File: src/rtl/fb_mem_lsu.sv
// MEM-stage load/store unit: formats stores, aligns/extends loads, and runs the
// data-memory req/ready handshake with timeout while stalling the pipeline.
`timescale 1ns/1ps
module fb_mem_lsu #(
  parameter int unsigned TIMEOUT = 255
) (
  input  logic        clk,
  input  logic        rst_n,
  input  logic        mem_mem_read,
  input  logic        mem_mem_write,
  input  logic [31:0] mem_alu_res,
  input  logic [31:0] mem_rs2_data,
  input  logic [31:0] mem_inst,
  output logic        dm_req,
  output logic        dm_we,
  output logic [31:0] dm_addr,
  output logic [3:0]  dm_be,
  output logic [31:0] dm_wdata,
  input  logic        dm_ready,
  input  logic [31:0] dm_rdata,
  output logic        lsu_stall,
  output logic [31:0] wb_load_data,
  output logic        misalign_err,
  output logic        bus_err
);

  localparam logic [1:0] S_IDLE = 2'd0;
  localparam logic [1:0] S_BUSY = 2'd1;
  localparam logic [1:0] S_DONE = 2'd2;
  localparam logic [7:0] CNT_LAST = 8'(TIMEOUT - 1);

  logic [1:0]  state;
  logic [7:0]  cnt;
  logic        to_flag;
  logic        lat_we;
  logic [2:0]  lat_f3;
  logic [31:0] lat_addr;
  logic [3:0]  lat_be;
  logic [31:0] lat_wdata;

  logic        acc, legal, aligned, start, fault, idle_live;
  logic [2:0]  f3;
  logic [3:0]  be_c;
  logic [31:0] wdata_c;
  logic [7:0]  ld_b;
  logic [15:0] ld_h;
  logic [31:0] ld_ext;
  logic        unused_inst;

  assign unused_inst = ^{mem_inst[31:15], mem_inst[11:0]};
  assign f3  = mem_inst[14:12];
  assign acc = mem_mem_read | mem_mem_write;

  // NOTE: every variable driven in always_comb gets a default first so no latch is inferred.
  always_comb begin
    be_c    = 4'b0000;
    wdata_c = 32'h0;
    aligned = 1'b0;
    case (f3[1:0])
      2'b00: begin
        be_c    = 4'b0001 << mem_alu_res[1:0];
        wdata_c = {4{mem_rs2_data[7:0]}};
        aligned = 1'b1;
      end
      2'b01: begin
        be_c    = mem_alu_res[1] ? 4'b1100 : 4'b0011;
        wdata_c = {2{mem_rs2_data[15:0]}};
        aligned = ~mem_alu_res[0];
      end
      2'b10: begin
        be_c    = 4'b1111;
        wdata_c = mem_rs2_data;
        aligned = (mem_alu_res[1:0] == 2'b00);
      end
      default: ;
    endcase
  end

  // A simultaneous read and write is treated as a read.
  assign legal = mem_mem_read ? (f3 inside {3'b000, 3'b001, 3'b010, 3'b100, 3'b101})
                              : (f3 inside {3'b000, 3'b001, 3'b010});

  // Gated by rst_n so the combinational stall/error also vanish the moment reset asserts.
  assign idle_live = (state == S_IDLE) & rst_n;
  assign start     = idle_live & acc & legal & aligned;
  assign fault     = idle_live & acc & ~(legal & aligned);

  always_comb begin
    ld_h = lat_addr[1] ? dm_rdata[31:16] : dm_rdata[15:0];
    case (lat_addr[1:0])
      2'b00:   ld_b = dm_rdata[7:0];
      2'b01:   ld_b = dm_rdata[15:8];
      2'b10:   ld_b = dm_rdata[23:16];
      default: ld_b = dm_rdata[31:24];
    endcase
    case (lat_f3)
      3'b000:  ld_ext = {{24{ld_b[7]}}, ld_b};
      3'b001:  ld_ext = {{16{ld_h[15]}}, ld_h};
      3'b100:  ld_ext = {24'h0, ld_b};
      3'b101:  ld_ext = {16'h0, ld_h};
      default: ld_ext = dm_rdata;
    endcase
  end

  // NOTE: sequential state uses non-blocking assignments so all registers update together at the edge.
  always_ff @(posedge clk or negedge rst_n) begin
    if (!rst_n) begin
      state        <= S_IDLE;
      cnt          <= 8'd0;
      to_flag      <= 1'b0;
      lat_we       <= 1'b0;
      lat_f3       <= 3'b000;
      lat_addr     <= 32'h0;
      lat_be       <= 4'b0000;
      lat_wdata    <= 32'h0;
      wb_load_data <= 32'h0;
    end else begin
      case (state)
        S_IDLE: begin
          if (start) begin
            lat_we    <= mem_mem_write & ~mem_mem_read;
            lat_f3    <= f3;
            lat_addr  <= mem_alu_res;
            lat_be    <= be_c;
            lat_wdata <= wdata_c;
            cnt       <= 8'd0;
            to_flag   <= 1'b0;
            state     <= S_BUSY;
          end else if (fault) begin
            wb_load_data <= 32'h0;
          end
        end
        S_BUSY: begin
          if (dm_ready) begin
            if (!lat_we) wb_load_data <= ld_ext;
            state <= S_DONE;
          end else if (cnt == CNT_LAST) begin
            wb_load_data <= 32'h0;
            to_flag      <= 1'b1;
            state        <= S_DONE;
          end else begin
            cnt <= cnt + 8'd1;
          end
        end
        S_DONE: begin
          to_flag <= 1'b0;
          state   <= S_IDLE;
        end
        default: state <= S_IDLE;
      endcase
    end
  end

  assign dm_req       = (state == S_BUSY);
  assign dm_we        = dm_req & lat_we;
  assign dm_be        = dm_req ? lat_be : 4'b0000;
  assign dm_wdata     = dm_req ? lat_wdata : 32'h0;
  assign dm_addr      = {lat_addr[31:2], 2'b00};
  assign lsu_stall    = start | dm_req;
  assign misalign_err = fault;
  assign bus_err      = (state == S_DONE) & to_flag;

endmodule

File: config.mk
export PLATFORM = sky130hd
export DESIGN_NAME = fb_mem_lsu
export DESIGN_NICKNAME = d
export VERILOG_FILES = /design/src/rtl/fb_mem_lsu.sv
export SDC_FILE = /design/constraint.sdc
export NUM_CORES = 1
export LEC_CHECK = 0
export CELL_PAD_IN_SITES_DETAIL_PLACEMENT = 0
export CELL_PAD_IN_SITES_GLOBAL_PLACEMENT = 1
export CORE_MARGIN = 2
export CORE_UTILIZATION = 30
export CTS_BUF_LIST = sky130_fd_sc_hd__clkbuf_8 sky130_fd_sc_hd__clkbuf_16
export DETAILED_ROUTE_END_ITERATION = 6
export GPL_ROUTABILITY_DRIVEN = 0
export PLACE_DENSITY = 0.89
export SYNTH_ARGS = -nofsm -noshare
export SYNTH_HDL_FRONTEND = slang
export SYNTH_SLANG_ARGS = --single-unit
File: constraint.sdc
create_clock -name clk -period 1.6 [get_ports clk]
set_input_delay 0.16 -clock clk [delete_from_list [all_inputs] [get_ports clk]]
set_output_delay 0.16 -clock clk [all_outputs]
set_load 0.005 [all_outputs]
After elaboration in Yosys (flattened, before gate mapping)
Index checks and enable logic that the tools add are counted.
{"block": "classes", "add_sub_neg": 1, "n_mul": 0, "div": 0, "order_cmp": 0, "eq_ne": 22, "n_shift": 1, "muxes": 28, "bitwise": 14, "n_reduce_logical": 15}
{"cell": "$mux 32", "count": 6}
{"cell": "$pmux 32 s4", "count": 1}
{"cell": "$pmux 32 s3", "count": 1}
{"cell": "$pmux 32 s2", "count": 1}
{"cell": "$mux 8", "count": 3}
{"cell": "$pmux 8 s3", "count": 1}
{"cell": "$mux 16", "count": 1}
{"cell": "$pmux 8 s2", "count": 1}
{"cell": "$eq 3x3->1 const B", "count": 4}
{"cell": "$pmux 4 s3", "count": 1}
{"cell": "$ne 2x2->1 const B", "count": 5}
{"cell": "$and 1x1->1", "count": 9}
{"cell": "$add 8x1->8 const B", "count": 1}
{"cell": "$eq 8x8->1 const B", "count": 1}
{"cell": "$logic_not 2->1", "count": 4}
{"cell": "$mux 4", "count": 2}
{"cell": "$reduce_and 4->1", "count": 2}
{"cell": "$eq 2x1->1 const B", "count": 3}
{"cell": "$eq 2x2->1 const B", "count": 3}
{"cell": "$eq 3x1->1 const B", "count": 2}
{"cell": "$logic_not 3->1", "count": 2}
{"cell": "$mux 2", "count": 3}
{"cell": "$pmux 1 s3", "count": 2}
{"cell": "$reduce_bool 3->1", "count": 2}
{"cell": "other kinds (13)", "count": 20}
{"block": "word_totals", "regBits": 115, "latch_bits": 0, "ramBits": 0, "mem_bits_ro": 0, "output_inout_bits": 105, "memories": 0}

Depth between registers and ports, before layout
{"block": "logic_depth", "depth_word": 9, "mapped_depth": 7, "depth_no_buf": 6}

Worst setup path after synthesis
No wires, ideal clock.
{"block": "synth_timing", "path_kind": "flip-flop to flip-flop", "from": "register cnt[0]", "to": "register cnt[3]", "setup_ps": 77, "t_arrival_ps": 1599, "path_slack_ps": -77, "stages_incl_launch_ff": 8, "path_buffers": 1, "period_less_slack_ps": 1677, "cell_sequence": "dfrtp_1 > inv_1 > ha_1 > and3_1 > a21o_1 > buf_2 > or3_1 > a21oi_1"}
{"block": "synth_via", "elab_chain_cells": 4, "elab_cells_between_ends": 7, "classes_between": "add/sub (1); eq/ne (2); mux (3); reduce/logical (1)"}
{"element": "start: declaration", "line": "33", "rtl": "logic [7:0] cnt;"}
{"element": "start signal: assignment", "line": "142", "rtl": "cnt <= cnt + 8'd1;"}
{"element": "$add 8x1->8", "line": "142"}
{"element": "$mux 8", "line": "137", "rtl": "end else if (cnt == CNT_LAST) begin"}
{"element": "$mux 8", "line": "134", "rtl": "if (dm_ready) begin"}
{"element": "$pmux 8 s2", "line": "118", "rtl": "case (state)"}
Parallel ways exist; a longest one is shown, timed or not. The select of a mux whose other input is x is not followed.
A chain may end at the register's enable or synchronous reset.

Worst setup path after layout
{"block": "layout_timing", "from": "register state[0]", "to": "register wb_load_data[17]"}
{"block": "layout_via", "elab_chain_cells": 7, "elab_cells_between_ends": 14, "classes_between": "eq/ne (5); mux (1); bitwise (5); reduce/logical (3)"}
{"element": "start: declaration", "line": "32", "rtl": "logic [1:0] state;"}
{"element": "start signal: assignment", "line": "108", "rtl": "state <= S_IDLE;"}
{"element": "start signal: assignment", "line": "128", "rtl": "state <= S_BUSY;"}
{"element": "start signal: assignment", "line": "136", "rtl": "state <= S_DONE;"}
{"element": "$logic_not 2->1", "line": "84, 118"}
{"element": "$and 1x1->1", "line": "84", "rtl": "assign idle_live = (state == S_IDLE) & rst_n;"}
{"element": "$and 1x1->1", "line": "85, 86"}
{"element": "$and 1x1->1 (2 in series)", "line": "85", "rtl": "assign start = idle_live & acc & legal & aligned;"}
{"element": "$ne 2x2->1 (no line)"}
{"element": "$reduce_and 5->1 (no line)"}
{"element": "end signal: assignment", "line": "135", "rtl": "if (!lat_we) wb_load_data <= ld_ext;"}
{"element": "end: declaration", "line": "22", "rtl": "output logic [31:0] wb_load_data,"}
Parallel ways exist; a longest one is shown, timed or not.

==> summary.md <==
| Metric | Value |
|---|---|
| Post-route ant nets | `0` |
| Routed via count | `5841` |
| Cell Pwr Density | `approximately 1300 mW/mm^2` |
| Initial Utilization | `0.308` |
| Final Power | `between 10000 and 15000 uW` |
| Yosys cell types | `between 50 and 60` |
| DP Cell Count | `around 1100` |
| Final Hold Viols | `0` |
| Crit end category | `flip-flop` |
| # port buffers | `206` |
| HP Class | `in -> async` |
| Crit path arrival time | `2.23 ns` |
| Final Skew | `approximately 0.011 ns` |
| Inserted Clock Buffers | `17` |
| Root Buffer | `clkbuf_16` |
| Clock tree buffer depth | `2` |
| TritonRoute pass-1 iters | `7` |
| Detailed placement HPWL | `14400 um` |
| Sequential area share after synthesis | `0.477` |
| RSZ-0062 raised after global routing | `true` |
| Post-synth ARST share | `1.00` |
| Post-Syn Area | `0.00603 sq mm` |
| Violated checks | `setup timing` |
| Outcome | `finished, violations left` |
| Core Box Area | `slightly below 0.02 sq mm` |
| Final setup viols | `approximately 130` |
| Die width | `146 um` |
| # rows | `just over 50` |
| Die area | `between 0.02 and 0.025 sq mm` |
| Layout net count | `around 1000` |
| Final Hold Slack | `around 0.19 ns` |
| H-tree levels | `4` |
| Share of layout cells above drive strength 1 | `0.344` |
| Number of global-route vias before repair | `6023` |
| Layout Area Growth over Synthesis | `70.3%` |
| Max IR drop VDD | `756 uV` |
| Drt drc | `0` |
| First-pass GRT wire length | `about 34000 um` |
| Synth warnings | `0` |
| Top Ports | `approximately 240` |
| Clock Latency Late Sink | `0.42 ns` |
| Die Span Y | `between 100 and 150 um` |
| Fin. max-slew vios | `0` |
| Fin cells | `approximately 1100` |
| # diodes | `0` |
| Total GRT Usage | `0.203` |
| Setup slack, reg-to-reg | `-0.28 ns` |
| Final worst slack | `-0.282 ns` |
| Total of max-cap violations | `0` |
| Largest net degree at the start of global routing | `43` |
| Path type of the worst setup path | `reg -> reg` |
| Global route total overflow | `0` |
| Clock transition at path regs | `approximately 0.05 ns` |
| Syn_area_per_cell | `~10 sq um` |
| DR WL/cell | `19.2 um` |
| Pleak | `between 0.004 and 0.005 uW` |
| Setup tns final | `-20.32 ns` |
| #FFs+latches synth | `115` |
| Min cycle time layout | `1.88 ns` |
| Final period util | `1.18` |
| Vias per cell | `slightly above 5` |
| Startpoint types | `flip-flop` |
| Initial drt markers | `between 300 and 400` |
| Slew @ Worst Pin | `0.795 ns` |
| CTS tree | `built` |
| Rel. slew slack | `0.464` |
| Clk sinks | `~120` |
| Syn Inst Count | `592` |
| Number of flops mapped to enable cells by yosys | `0` |
| CP required | `1.95 ns` |
| Antenna violations before repair | `0` |
| Primary FF master, synth | `dfrtp_1` |
| Final wirelength | `approximately 22000 um` |
| Max Clk Rate | `between 500 and 600 MHz` |
| CP max FO | `8` |
-- where the power goes --
group	total, uW	internal (uW)	leakage (uW)	switching (uW)
clock	4390	3020	0.000333	1370
sequential	4290	3740	0.00147	555
combinational	4650	2840	0.00280	1810
total	13300	9600	0.00460	3730
-- layout by cell type (no fill, tap or decap), types with 4 or more instances in the layout --
master,instances
a21o_1,13
a21oi_1,23
a21oi_2,5
a22o_1,18
a32o_1,5
and2_4,35
buf_12,8
buf_16,4
buf_2,4
buf_4,80
buf_6,56
bufinv_16,6
clkbuf_16,19
clkdlybuf4s50_1,163
dfrtp_1,113
inv_1,12
mux2_2,11
mux2_4,36
mux2i_1,14
nand2_1,20
nand2b_1,23
nand3_1,6
nor2_1,21
nor2b_1,11
o211ai_1,5
o21ai_0,77
o21ai_1,6
or3_1,6
or4_1,4
-- worst max-delay path, cell delays in order (launching register included) --
cell       delay (ns)
dfrtp_1          0.41
buf_4            0.14
or3b_4           0.40
a21o_4           0.23
o211ai_1         0.13
buf_4            0.21
clkbuf_16        0.16
a22o_1           0.14
-- kinds of logic (layout without fill, tap and decap cells) --
group,Yosys count,after routing,share of synthesized area
AO/OA/AOI/OAI,181,182,0.189
other,1,2,0.000622
multiplexers,62,62,0.115
flip-flops,115,115,0.477
buffers and inverters,84,365,0.0766
AND/OR/NAND/NOR,147,147,0.137
adder cells (fa/ha/maj),2,2,0.00415
-- worst paths after layout --
kind                                              start                           end  cells past startpoint
hold / removal                                    rst_n           to_flag$_DFFE_PN0P_                      2
setup reg to reg                   state[0]$_DFFE_PN0P_  wb_load_data[17]$_DFFE_PN0P_                      7
max in group asynchronous                         rst_n     lat_wdata[25]$_DFFE_PN0P_                      4
hold reg to reg            wb_load_data[15]$_DFFE_PN0P_  wb_load_data[15]$_DFFE_PN0P_                      1
setup / recovery                   state[0]$_DFFE_PN0P_  wb_load_data[17]$_DFFE_PN0P_                      7
min in group clk                         mem_alu_res[8]       lat_addr[8]$_DFFE_PN0P_                      2
-- layout make-up --
| class | count | area [sq um] |
|---|---|---|
| fill | 1725 | 9330 |
| inverter | 12 | 57.6 |
| clock buffer | 20 | 467 |
| clock inverter | 11 | 206 |
| tap | 265 | 332 |
| multi-input combinational | 395 | 3060 |
| sequential | 115 | 2880 |
| timing repair buffer | 322 | 3270 |
-- cell usage after synthesis (4+ instances only) --
cell type / instances / share of area
dfrtp_1: 115 / 0.48
o21ai_0: 84 / 0.070
mux2_2: 46 / 0.086
and2_1: 36 / 0.037
buf_4: 35 / 0.044
a21oi_1: 28 / 0.023
nand2b_1: 25 / 0.026
nor2_1: 25 / 0.016
clkbuf_1: 24 / 0.015
nand2_1: 21 / 0.013
a22o_1: 18 / 0.026
a21o_1: 14 / 0.017
mux2i_1: 14 / 0.023
buf_2: 12 / 0.010
inv_1: 12 / 0.0075
nor2b_1: 11 / 0.011
a32o_1: 6 / 0.010
nand3_1: 6 / 0.0050
or3_1: 6 / 0.0062
o211ai_1: 5 / 0.0062
or4_1: 4 / 0.0050
-- repair_timing --
item                                    CTS  global route
hold buffers                              1             0
resized for setup                       305            43
pin swaps                                34            12
setup buffers                            24             3
endpoints found under the setup margin  116           236
gates cloned                              7             4
hold endpoints to repair                 33             0
-- registers in the layout, summed over array words and instances (netlist names) --
signal / flops
lat_addr: 32
wb_load_data: 32
to_flag: 1
lat_be: 4
state: 2
lat_wdata: 32
lat_we: 1
cnt: 8
lat_f3: 3
-- per-layer routing --
layer | part of all wire | wire length, um | GRT usage | vias to the layer above
met5 | 0 | 0 | 0 | -
met2 | 0.48 | 10400 | 0.327 | 285
met3 | 0.080 | 1750 | 0.0502 | 44
li1 | - | - | - | 2621
met1 | 0.42 | 9310 | 0.270 | 2891
met4 | 0.020 | 447 | 0.0662 | 0
-- stage by stage --
step | setup slack [ns] | utilization | instance area, sq um
6_report | -0.282 | 0.524 | 10300
2_1_floorplan | -0.0239 | - | 6050
5_1_grt | -0.343 | 0.524 | 10300
3_5_place_dp | -0.510 | 0.443 | 8690
4_1_cts | -0.247 | 0.516 | 10100
3_3_place_gp | -0.476 | 0.443 | 8690
(Power assumes the default switching activity.)
